$ cat config.mk
export PLATFORM = sky130hd
export DESIGN_NAME = fetch_unit
export DESIGN_NICKNAME = d
export VERILOG_FILES = /design/src/rtl/fetch_unit.sv
export SDC_FILE = /design/constraint.sdc
export NUM_CORES = 1
export LEC_CHECK = 0
export CAP_MARGIN = 10
export CORE_MARGIN = 10
export CORE_UTILIZATION = 43
export DETAILED_ROUTE_END_ITERATION = 12
export PLACE_DENSITY = 0.83
export SLEW_MARGIN = 10
export SYNTH_ARGS = -nofsm -noshare
export SYNTH_HDL_FRONTEND = slang
export SYNTH_SLANG_ARGS = --single-unit
$ cat constraint.sdc
create_clock -name clock -period 3 [get_ports clock]
set_input_delay 0.45 -clock clock [delete_from_list [all_inputs] [get_ports clock]]
set_output_delay 0.45 -clock clock [all_outputs]
set_load 0.005 [all_outputs]
$ cat src/rtl/fetch_unit.sv
// fetch_unit: instruction fetch FSM with a tagged single-outstanding request and an in-order instruction buffer.
// Macro FETCH_SKID_BUF_EN selects a 2-entry buffer (skid for one decode stall cycle); undefined gives 1 entry.
module fetch_unit #(
    parameter logic [31:0] RESET_PC = 32'h0000_0000
) (
    input  logic        clock,
    input  logic        reset,
    input  logic [31:0] pc,
    output logic [31:0] pc_next,
    input  logic        redirect,
    input  logic [31:0] redirect_target,
    output logic        imem_req,
    output logic [31:0] imem_addr,
    input  logic        imem_gnt,
    input  logic        imem_rvalid,
    input  logic [31:0] imem_rdata,
    output logic        instr_valid,
    output logic [31:0] instr,
    output logic [31:0] instr_pc,
    input  logic        instr_ready
);

`ifdef FETCH_SKID_BUF_EN
    localparam int DEPTH = 2;
`else
    localparam int DEPTH = 1;
`endif
    localparam int CNT_W = 2;
    localparam logic [CNT_W-1:0] DEPTH_C = CNT_W'(DEPTH);

    typedef enum logic [1:0] {
        IDLE = 2'd0,
        REQ  = 2'd1,
        WAIT = 2'd2
    } state_t;

    state_t           state_r;
    state_t           state_s;
    logic [CNT_W-1:0] count_r;
    logic [CNT_W-1:0] count_s;
    logic [CNT_W-1:0] occ_s;
    logic [63:0]      buf_r [DEPTH];
    logic [63:0]      buf_s [DEPTH];
    logic [31:0]      tag_r;
    logic             discard_r;
    logic             discard_s;
    logic             start_r;
    logic             imem_req_r;
    logic             imem_req_s;
    logic             valid_r;
    logic             grant_s;
    logic             push_s;
    logic             pop_s;
    logic             room_s;
    logic             room_after_push_s;

    assign imem_req    = imem_req_r;
    assign imem_addr   = pc;
    assign instr_valid = valid_r;
    assign instr       = buf_r[0][63:32];
    assign instr_pc    = buf_r[0][31:0];

    // Handshake qualifiers and slot accounting (occ_s = entries left once this cycle's pop is taken).
    always_comb begin
        grant_s           = (state_r == REQ) && imem_gnt;
        pop_s             = valid_r && instr_ready;
        push_s            = (state_r == WAIT) && imem_rvalid && !redirect;
        occ_s             = count_r - {1'b0, pop_s};
        room_s            = occ_s < DEPTH_C;
        room_after_push_s = (occ_s + 2'd1) < DEPTH_C;
    end

    // FSM state register; start_r holds off the first request for one cycle after reset release.
    always_ff @(posedge clock or negedge reset) begin
        if (!reset) begin
            state_r <= IDLE;
            start_r <= 1'b1;
        end else begin
            state_r <= state_s;
            start_r <= 1'b0;
        end
    end

    // FSM next-state logic; a pending discarded response blocks new requests.
    always_comb begin
        state_s = state_r;
        case (state_r)
            IDLE: begin
                if (!redirect && !discard_r && !start_r && room_s) state_s = REQ;
                else                                               state_s = IDLE;
            end
            REQ: begin
                if (redirect)      state_s = IDLE;
                else if (imem_gnt) state_s = WAIT;
                else               state_s = REQ;
            end
            WAIT: begin
                if (redirect)          state_s = IDLE;
                else if (imem_rvalid)  state_s = room_after_push_s ? REQ : IDLE;
                else                   state_s = WAIT;
            end
            default: state_s = IDLE;
        endcase
    end

    // FSM output logic: request strobe is registered from the next state.
    always_comb begin
        if (state_s == REQ) imem_req_s = 1'b1;
        else                imem_req_s = 1'b0;
    end

    // Next PC: redirect beats the grant increment; reset and the first cycle after it drive RESET_PC.
    always_comb begin
        if (start_r)       pc_next = RESET_PC;
        else if (redirect) pc_next = redirect_target;
        else if (grant_s)  pc_next = pc + 32'd4;
        else               pc_next = pc;
    end

    // Discard flag tracks a response that must be dropped because a redirect overtook it.
    always_comb begin
        if (redirect)         discard_s = ((state_r == WAIT) && !imem_rvalid) || grant_s || (discard_r && !imem_rvalid);
        else if (imem_rvalid) discard_s = 1'b0;
        else                  discard_s = discard_r;
    end

    // Buffer next state: shift on pop, write behind the surviving entries on push, flush on redirect.
    always_comb begin
        if (redirect) count_s = {CNT_W{1'b0}};
        else          count_s = count_r + {1'b0, push_s} - {1'b0, pop_s};
        for (int i = 0; i < DEPTH; i++) begin
            if (push_s && (occ_s == CNT_W'(i))) buf_s[i] = {imem_rdata, tag_r};
            else if (pop_s)                     buf_s[i] = buf_r[(i + 1) % DEPTH];
            else                                buf_s[i] = buf_r[i];
        end
    end

    // Buffer, tag, discard and registered output flops.
    always_ff @(posedge clock or negedge reset) begin
        if (!reset) begin
            count_r    <= {CNT_W{1'b0}};
            tag_r      <= 32'h0000_0000;
            discard_r  <= 1'b0;
            imem_req_r <= 1'b0;
            valid_r    <= 1'b0;
            for (int i = 0; i < DEPTH; i++) buf_r[i] <= 64'h0;
        end else begin
            count_r    <= count_s;
            discard_r  <= discard_s;
            imem_req_r <= imem_req_s;
            valid_r    <= (count_s != {CNT_W{1'b0}});
            if (grant_s) tag_r <= pc;
            for (int i = 0; i < DEPTH; i++) buf_r[i] <= buf_s[i];
        end
    end

endmodule

* Word level (Yosys, flattened, before mapping) *
Cells that the tools add are included.

word-level totals
  word-level logic and storage cells = 52
  bits in registers = 104

cells by class
  $add $sub $neg = 5
  reduce and logical (&&, ||, !) cells = 20
  muxes and demuxes = 14
  order comparisons = 2
  equality and inequality tests = 3

operators with widths
  operator                                                                      count
  32-bit 2-to-1 mux                                                             3
  32-bit by 3-bit adder with 32-bit output, second input constant               1
  1-bit logical AND                                                             10
  2-bit 2-to-1 mux                                                              5
  2-bit one-hot mux with 3 select lines                                         1
  1-bit 2-to-1 mux                                                              5
  2-bit by 1-bit == test with 1-bit output, second input constant               2
  1-bit zero test                                                               4
  2-bit zero test                                                               2
  2-bit by 1-bit less-than comparator with 1-bit output, second input constant  2
  2-bit nonzero test                                                            2
  2-bit by 1-bit subtractor with 2-bit output                                   2
  2-bit by 1-bit adder with 2-bit output                                        1
  2-bit by 1-bit adder with 2-bit output, second input constant                 1
  2-bit == test, second input constant                                          1
  1-bit logical OR                                                              2

* Depth between registers and ports, before layout *
  depth after elaboration = 10
  depth in mapped cells = 10

* Least setup slack after synthesis *
Ideal clock, no wire load.

  kind = in2out
  start = input port pc[2]
  end = output port pc_next[18]
  stages = 6
  path slack = 0.547 ns
  arrival = 2.003 ns
  data required time = 2.550 ns
  cells stage by stage = ha_1 -> nand3_2 -> or3_1 -> buf_2 -> or4_1 -> a311oi_1

between the ends
  word-level cells in the longest chain between the ends = 4

RTL lines
  element                                   line  RTL
  from (decl)                               8     input logic [31:0] pc,
  32-bit by 3-bit adder with 32-bit output  116   else if (grant_s) pc_next = pc + 32'd4;
  32-bit 2-to-1 mux                         116
  32-bit 2-to-1 mux                         115   else if (redirect) pc_next = redirect_target;
  32-bit 2-to-1 mux                         114   if (start_r) pc_next = RESET_PC;
  to (decl)                                 9     output logic [31:0] pc_next,

No other way between the ends.

* Worst setup path in the final report *
  start = register state_r[1]
  end = output port pc_next[18]

between the ends
  word-level cells in the longest chain between the ends = 5

RTL lines
  element                                   line  RTL
  from (decl)                               37    state_t state_r;
  from (signal assigned)                    79    state_r <= state_s;
  2-bit by 1-bit == test with 1-bit output  65    grant_s = (state_r == REQ) && imem_gnt;
  1-bit logical AND                         65
  32-bit 2-to-1 mux                         116
  32-bit 2-to-1 mux                         115
  32-bit 2-to-1 mux                         114

No other way between the ends.

==> results.json <==
{
  "period_share": 0.993,
  "antenna_found_initial": 0,
  "skew_ps": 8.54,
  "routedWlPerCell_um": 19.5,
  "clk_pin_slew_worst_paths_ps": 70,
  "cts_buffers": 9,
  "rsz0062_at_grt": "yes",
  "setup_viol": 0,
  "std_cell_rows": 40,
  "power.density_nw_per_um2": 626,
  "synth-edff-count": 0,
  "via_count": 5277,
  "fmax_mhz": 336,
  "dp_hpwl_mm": 14.3,
  "p_leak_nw": 4.17,
  "r2r-start": "state_r[0]",
  "dieArea_um2": 17400,
  "cp_max_fo": 6,
  "ir_drop_uv": 280,
  "yosysTopAreaCellShare": 0.477,
  "grt_overflow": 0,
  "comb_power_share": 0.384,
  "core_area_um2": 12200,
  "first_iter_violations": 368,
  "r2r_slack_ps": 600,
  "hp-class": "input port to asynchronous set/reset pin",
  "rr_endpoint": "instr_valid",
  "slew_viol_final": 0,
  "die_y_um": 132,
  "worst_ep_required_time_ps": 2550,
  "p_int_mw": 3.97,
  "wirelength_mm": 19.4,
  "ys_warn_count": 0,
  "critical_path_class": "register to output port",
  "drt_first_pass_iters": 5,
  "via_per_inst": 5.31,
  "swShare": 0.291,
  "antenna_cells": 0,
  "drive_gt1_frac": 0.287,
  "syn-mean-instance-area_um2": 9.90,
  "initial_core_util": 0.444,
  "syn_nets": 652,
  "whs_ps": 161,
  "numPortBuffers": 231,
  "antenna_left": 0,
  "cts_tree": "built",
  "run_status": "completed",
  "drc_errors": 0,
  "areaGrowthSynthToFinish_pct": 65.4,
  "cts-hold-fix-buffers": 0,
  "grt_pass1_vias": 5392,
  "cts.sinks": 104,
  "worst_setup_path_end_kind": "output port",
  "die_w_um": 132,
  "total_power_mw": 5.60,
  "synthCells": 546,
  "max_slew_margin": 0.510,
  "synthFlopType": "dfrtp_1",
  "grt_first_pass_wirelength_mm": 30.2,
  "ys_ff_latch": 104,
  "synthArstFlopShare": 1.00,
  "yosys-top-cells-area": "dfrtp_1, mux2_2, nand2_1",
  "synthesis.area_um2": 5400,
  "synth_largest_area_cell": "dfrtp_1",
  "cp.arrival_ps": 2530,
  "fin_crit_ps": 2980,
  "pwr-share-seq": 0.404,
  "yosysSeqAreaShare": 0.482,
  "synth_cell_types": 47,
  "hold_violations": 0,
  "gp_congestion": 0.864,
  "fin_nets": 926,
  "cp-start-kind": "register",
  "r2r_cells": 10,
  "cts-root-buf": "clkbuf_16",
  "ios": 232,
  "clk_latency_ps": 340,
  "grt_max_degree": 59,
  "htree_levels": 3,
  "cap_violations": 0,
  "tightest_slew_ps": 734,
  "netSwitchingPower_mw": 1.63,
  "power_frac_clock": 0.212,
  "track_usage": 0.213,
  "clockBufferDepth": 2
}
[flip-flops by register name (all words and copies together) (netlist names)]
| register | cells |
|---|---|
| buf_r | 64 |
| tag_r | 32 |
| count_r | 2 |
| state_r | 2 |
| discard_r | 1 |
| imem_req | 1 |
| instr_valid | 1 |
| start_r | 1 |
[cell type report]
class	instances	area (um^2)
Tap cell	168	210
Multi-Input combinational cell	363	2640
Clock buffer	9	225
Clock inverter	7	78.8
Fill cell	851	3230
Inverter	13	52.6
Timing Repair Buffer	329	3130
Sequential cell	104	2600
[per-stage QoR]
stage	utilization	setup TNS, ps	worst slack [ps]	instances	area (um^2)
global placement	0.666	-8900	-592	944	8100
detailed placement	0.666	-9110	-671	944	8100
CTS	0.713	-53.6	-53.6	978	8670
finish	0.735	0	20.4	993	8930
global route	0.735	-264	-71.5	993	8930
floorplan	-	0	547	546	5400
[what timing repair did]
| action | in CTS | in global routing |
|---|---|---|
| setup endpoints to repair | 26 | 23 |
| pin swaps | 19 | 12 |
| setup buffers | 16 | 13 |
| gates resized for setup | 108 | 32 |
| cloned | 2 | 2 |
[worst max-delay path: stages (launching register included)]
cell	delay, ps
dfrtp_1	380
nand3b_1	320
buf_4	230
or3_4	390
or4_4	440
a311oi_2	260
buf_2	160
[per-layer routing]
metal,up-vias,global-route usage,share of wire,wire [um]
met5,-,0,0,0
met4,0,0.0612,0.022,424
met3,32,0.0579,0.075,1450
met1,2554,0.253,0.40,7690
met2,258,0.365,0.51,9800
li1,2433,-,-,-
[kinds of logic after synthesis]
kind of cell    synth area share
fa+ha+maj                0.00926
mux                        0.137
flops                      0.482
other cells             0.000694
compound gates            0.0790
simple gates               0.189
buf+inv                   0.0801
xor+xnor                  0.0227
[cell usage after synthesis, types with 4 or more instances]
cell type,instances
nor2b_1,4
nor2_1,36
buf_4,32
nand4_1,9
inv_1,13
buf_2,4
clkbuf_1,24
nand3_1,8
nor4_1,16
xor2_1,4
buf_1,6
o21ai_0,6
or4_1,4
nor3_1,6
o31a_1,8
ha_1,4
or3_1,7
xnor2_1,10
mux2_2,64
o31ai_1,5
nand2_1,116
a211oi_1,11
a311oi_1,9
a2111oi_0,5
dfrtp_1,103
[worst max-delay path by stage]
stage | slack, ps | end | depth (start not counted) | from
2_1_floorplan | 550 | pc_next[18] | 6 | pc[2]
3_3_place_gp | -590 | pc_next[18] | 7 | pc[2]
3_5_place_dp | -670 | pc_next[18] | 7 | pc[3]
4_1_cts | -50 | pc_next[18] | 6 | state_r[1]
5_1_grt | -70 | pc_next[18] | 6 | state_r[1]
6_report | 20 | pc_next[18] | 6 | state_r[1]
[placed cells by master, fill, tap and decap left out, types with 7 or more instances in the layout]
cell type        instances
clkdlybuf4s50_1        187
nand2_1                114
dfrtp_1                103
buf_4                   85
mux2_2                  64
nor2_1                  36
dlygate4sd2_1           21
inv_1                   12
clkbuf_16               11
buf_2                   11
xnor2_1                 10
nand4_1                  9
o31a_1                   8
nor4_2                   8
a211oi_1                 8
dlymetal6s2s_1           8
nand3_1                  7
[power groups by stage]
stage                     clock (mW)  combinational (mW)  sequential (mW)
after global routing            1.26                2.33             2.33
after floorplan                    0               0.733             2.27
after detailed placement           0                2.05             2.29
after CTS                       1.21                2.11             2.27
final                           1.19                2.15             2.26
after global placement             0                2.00             2.24
(Power assumes the default switching activity.)
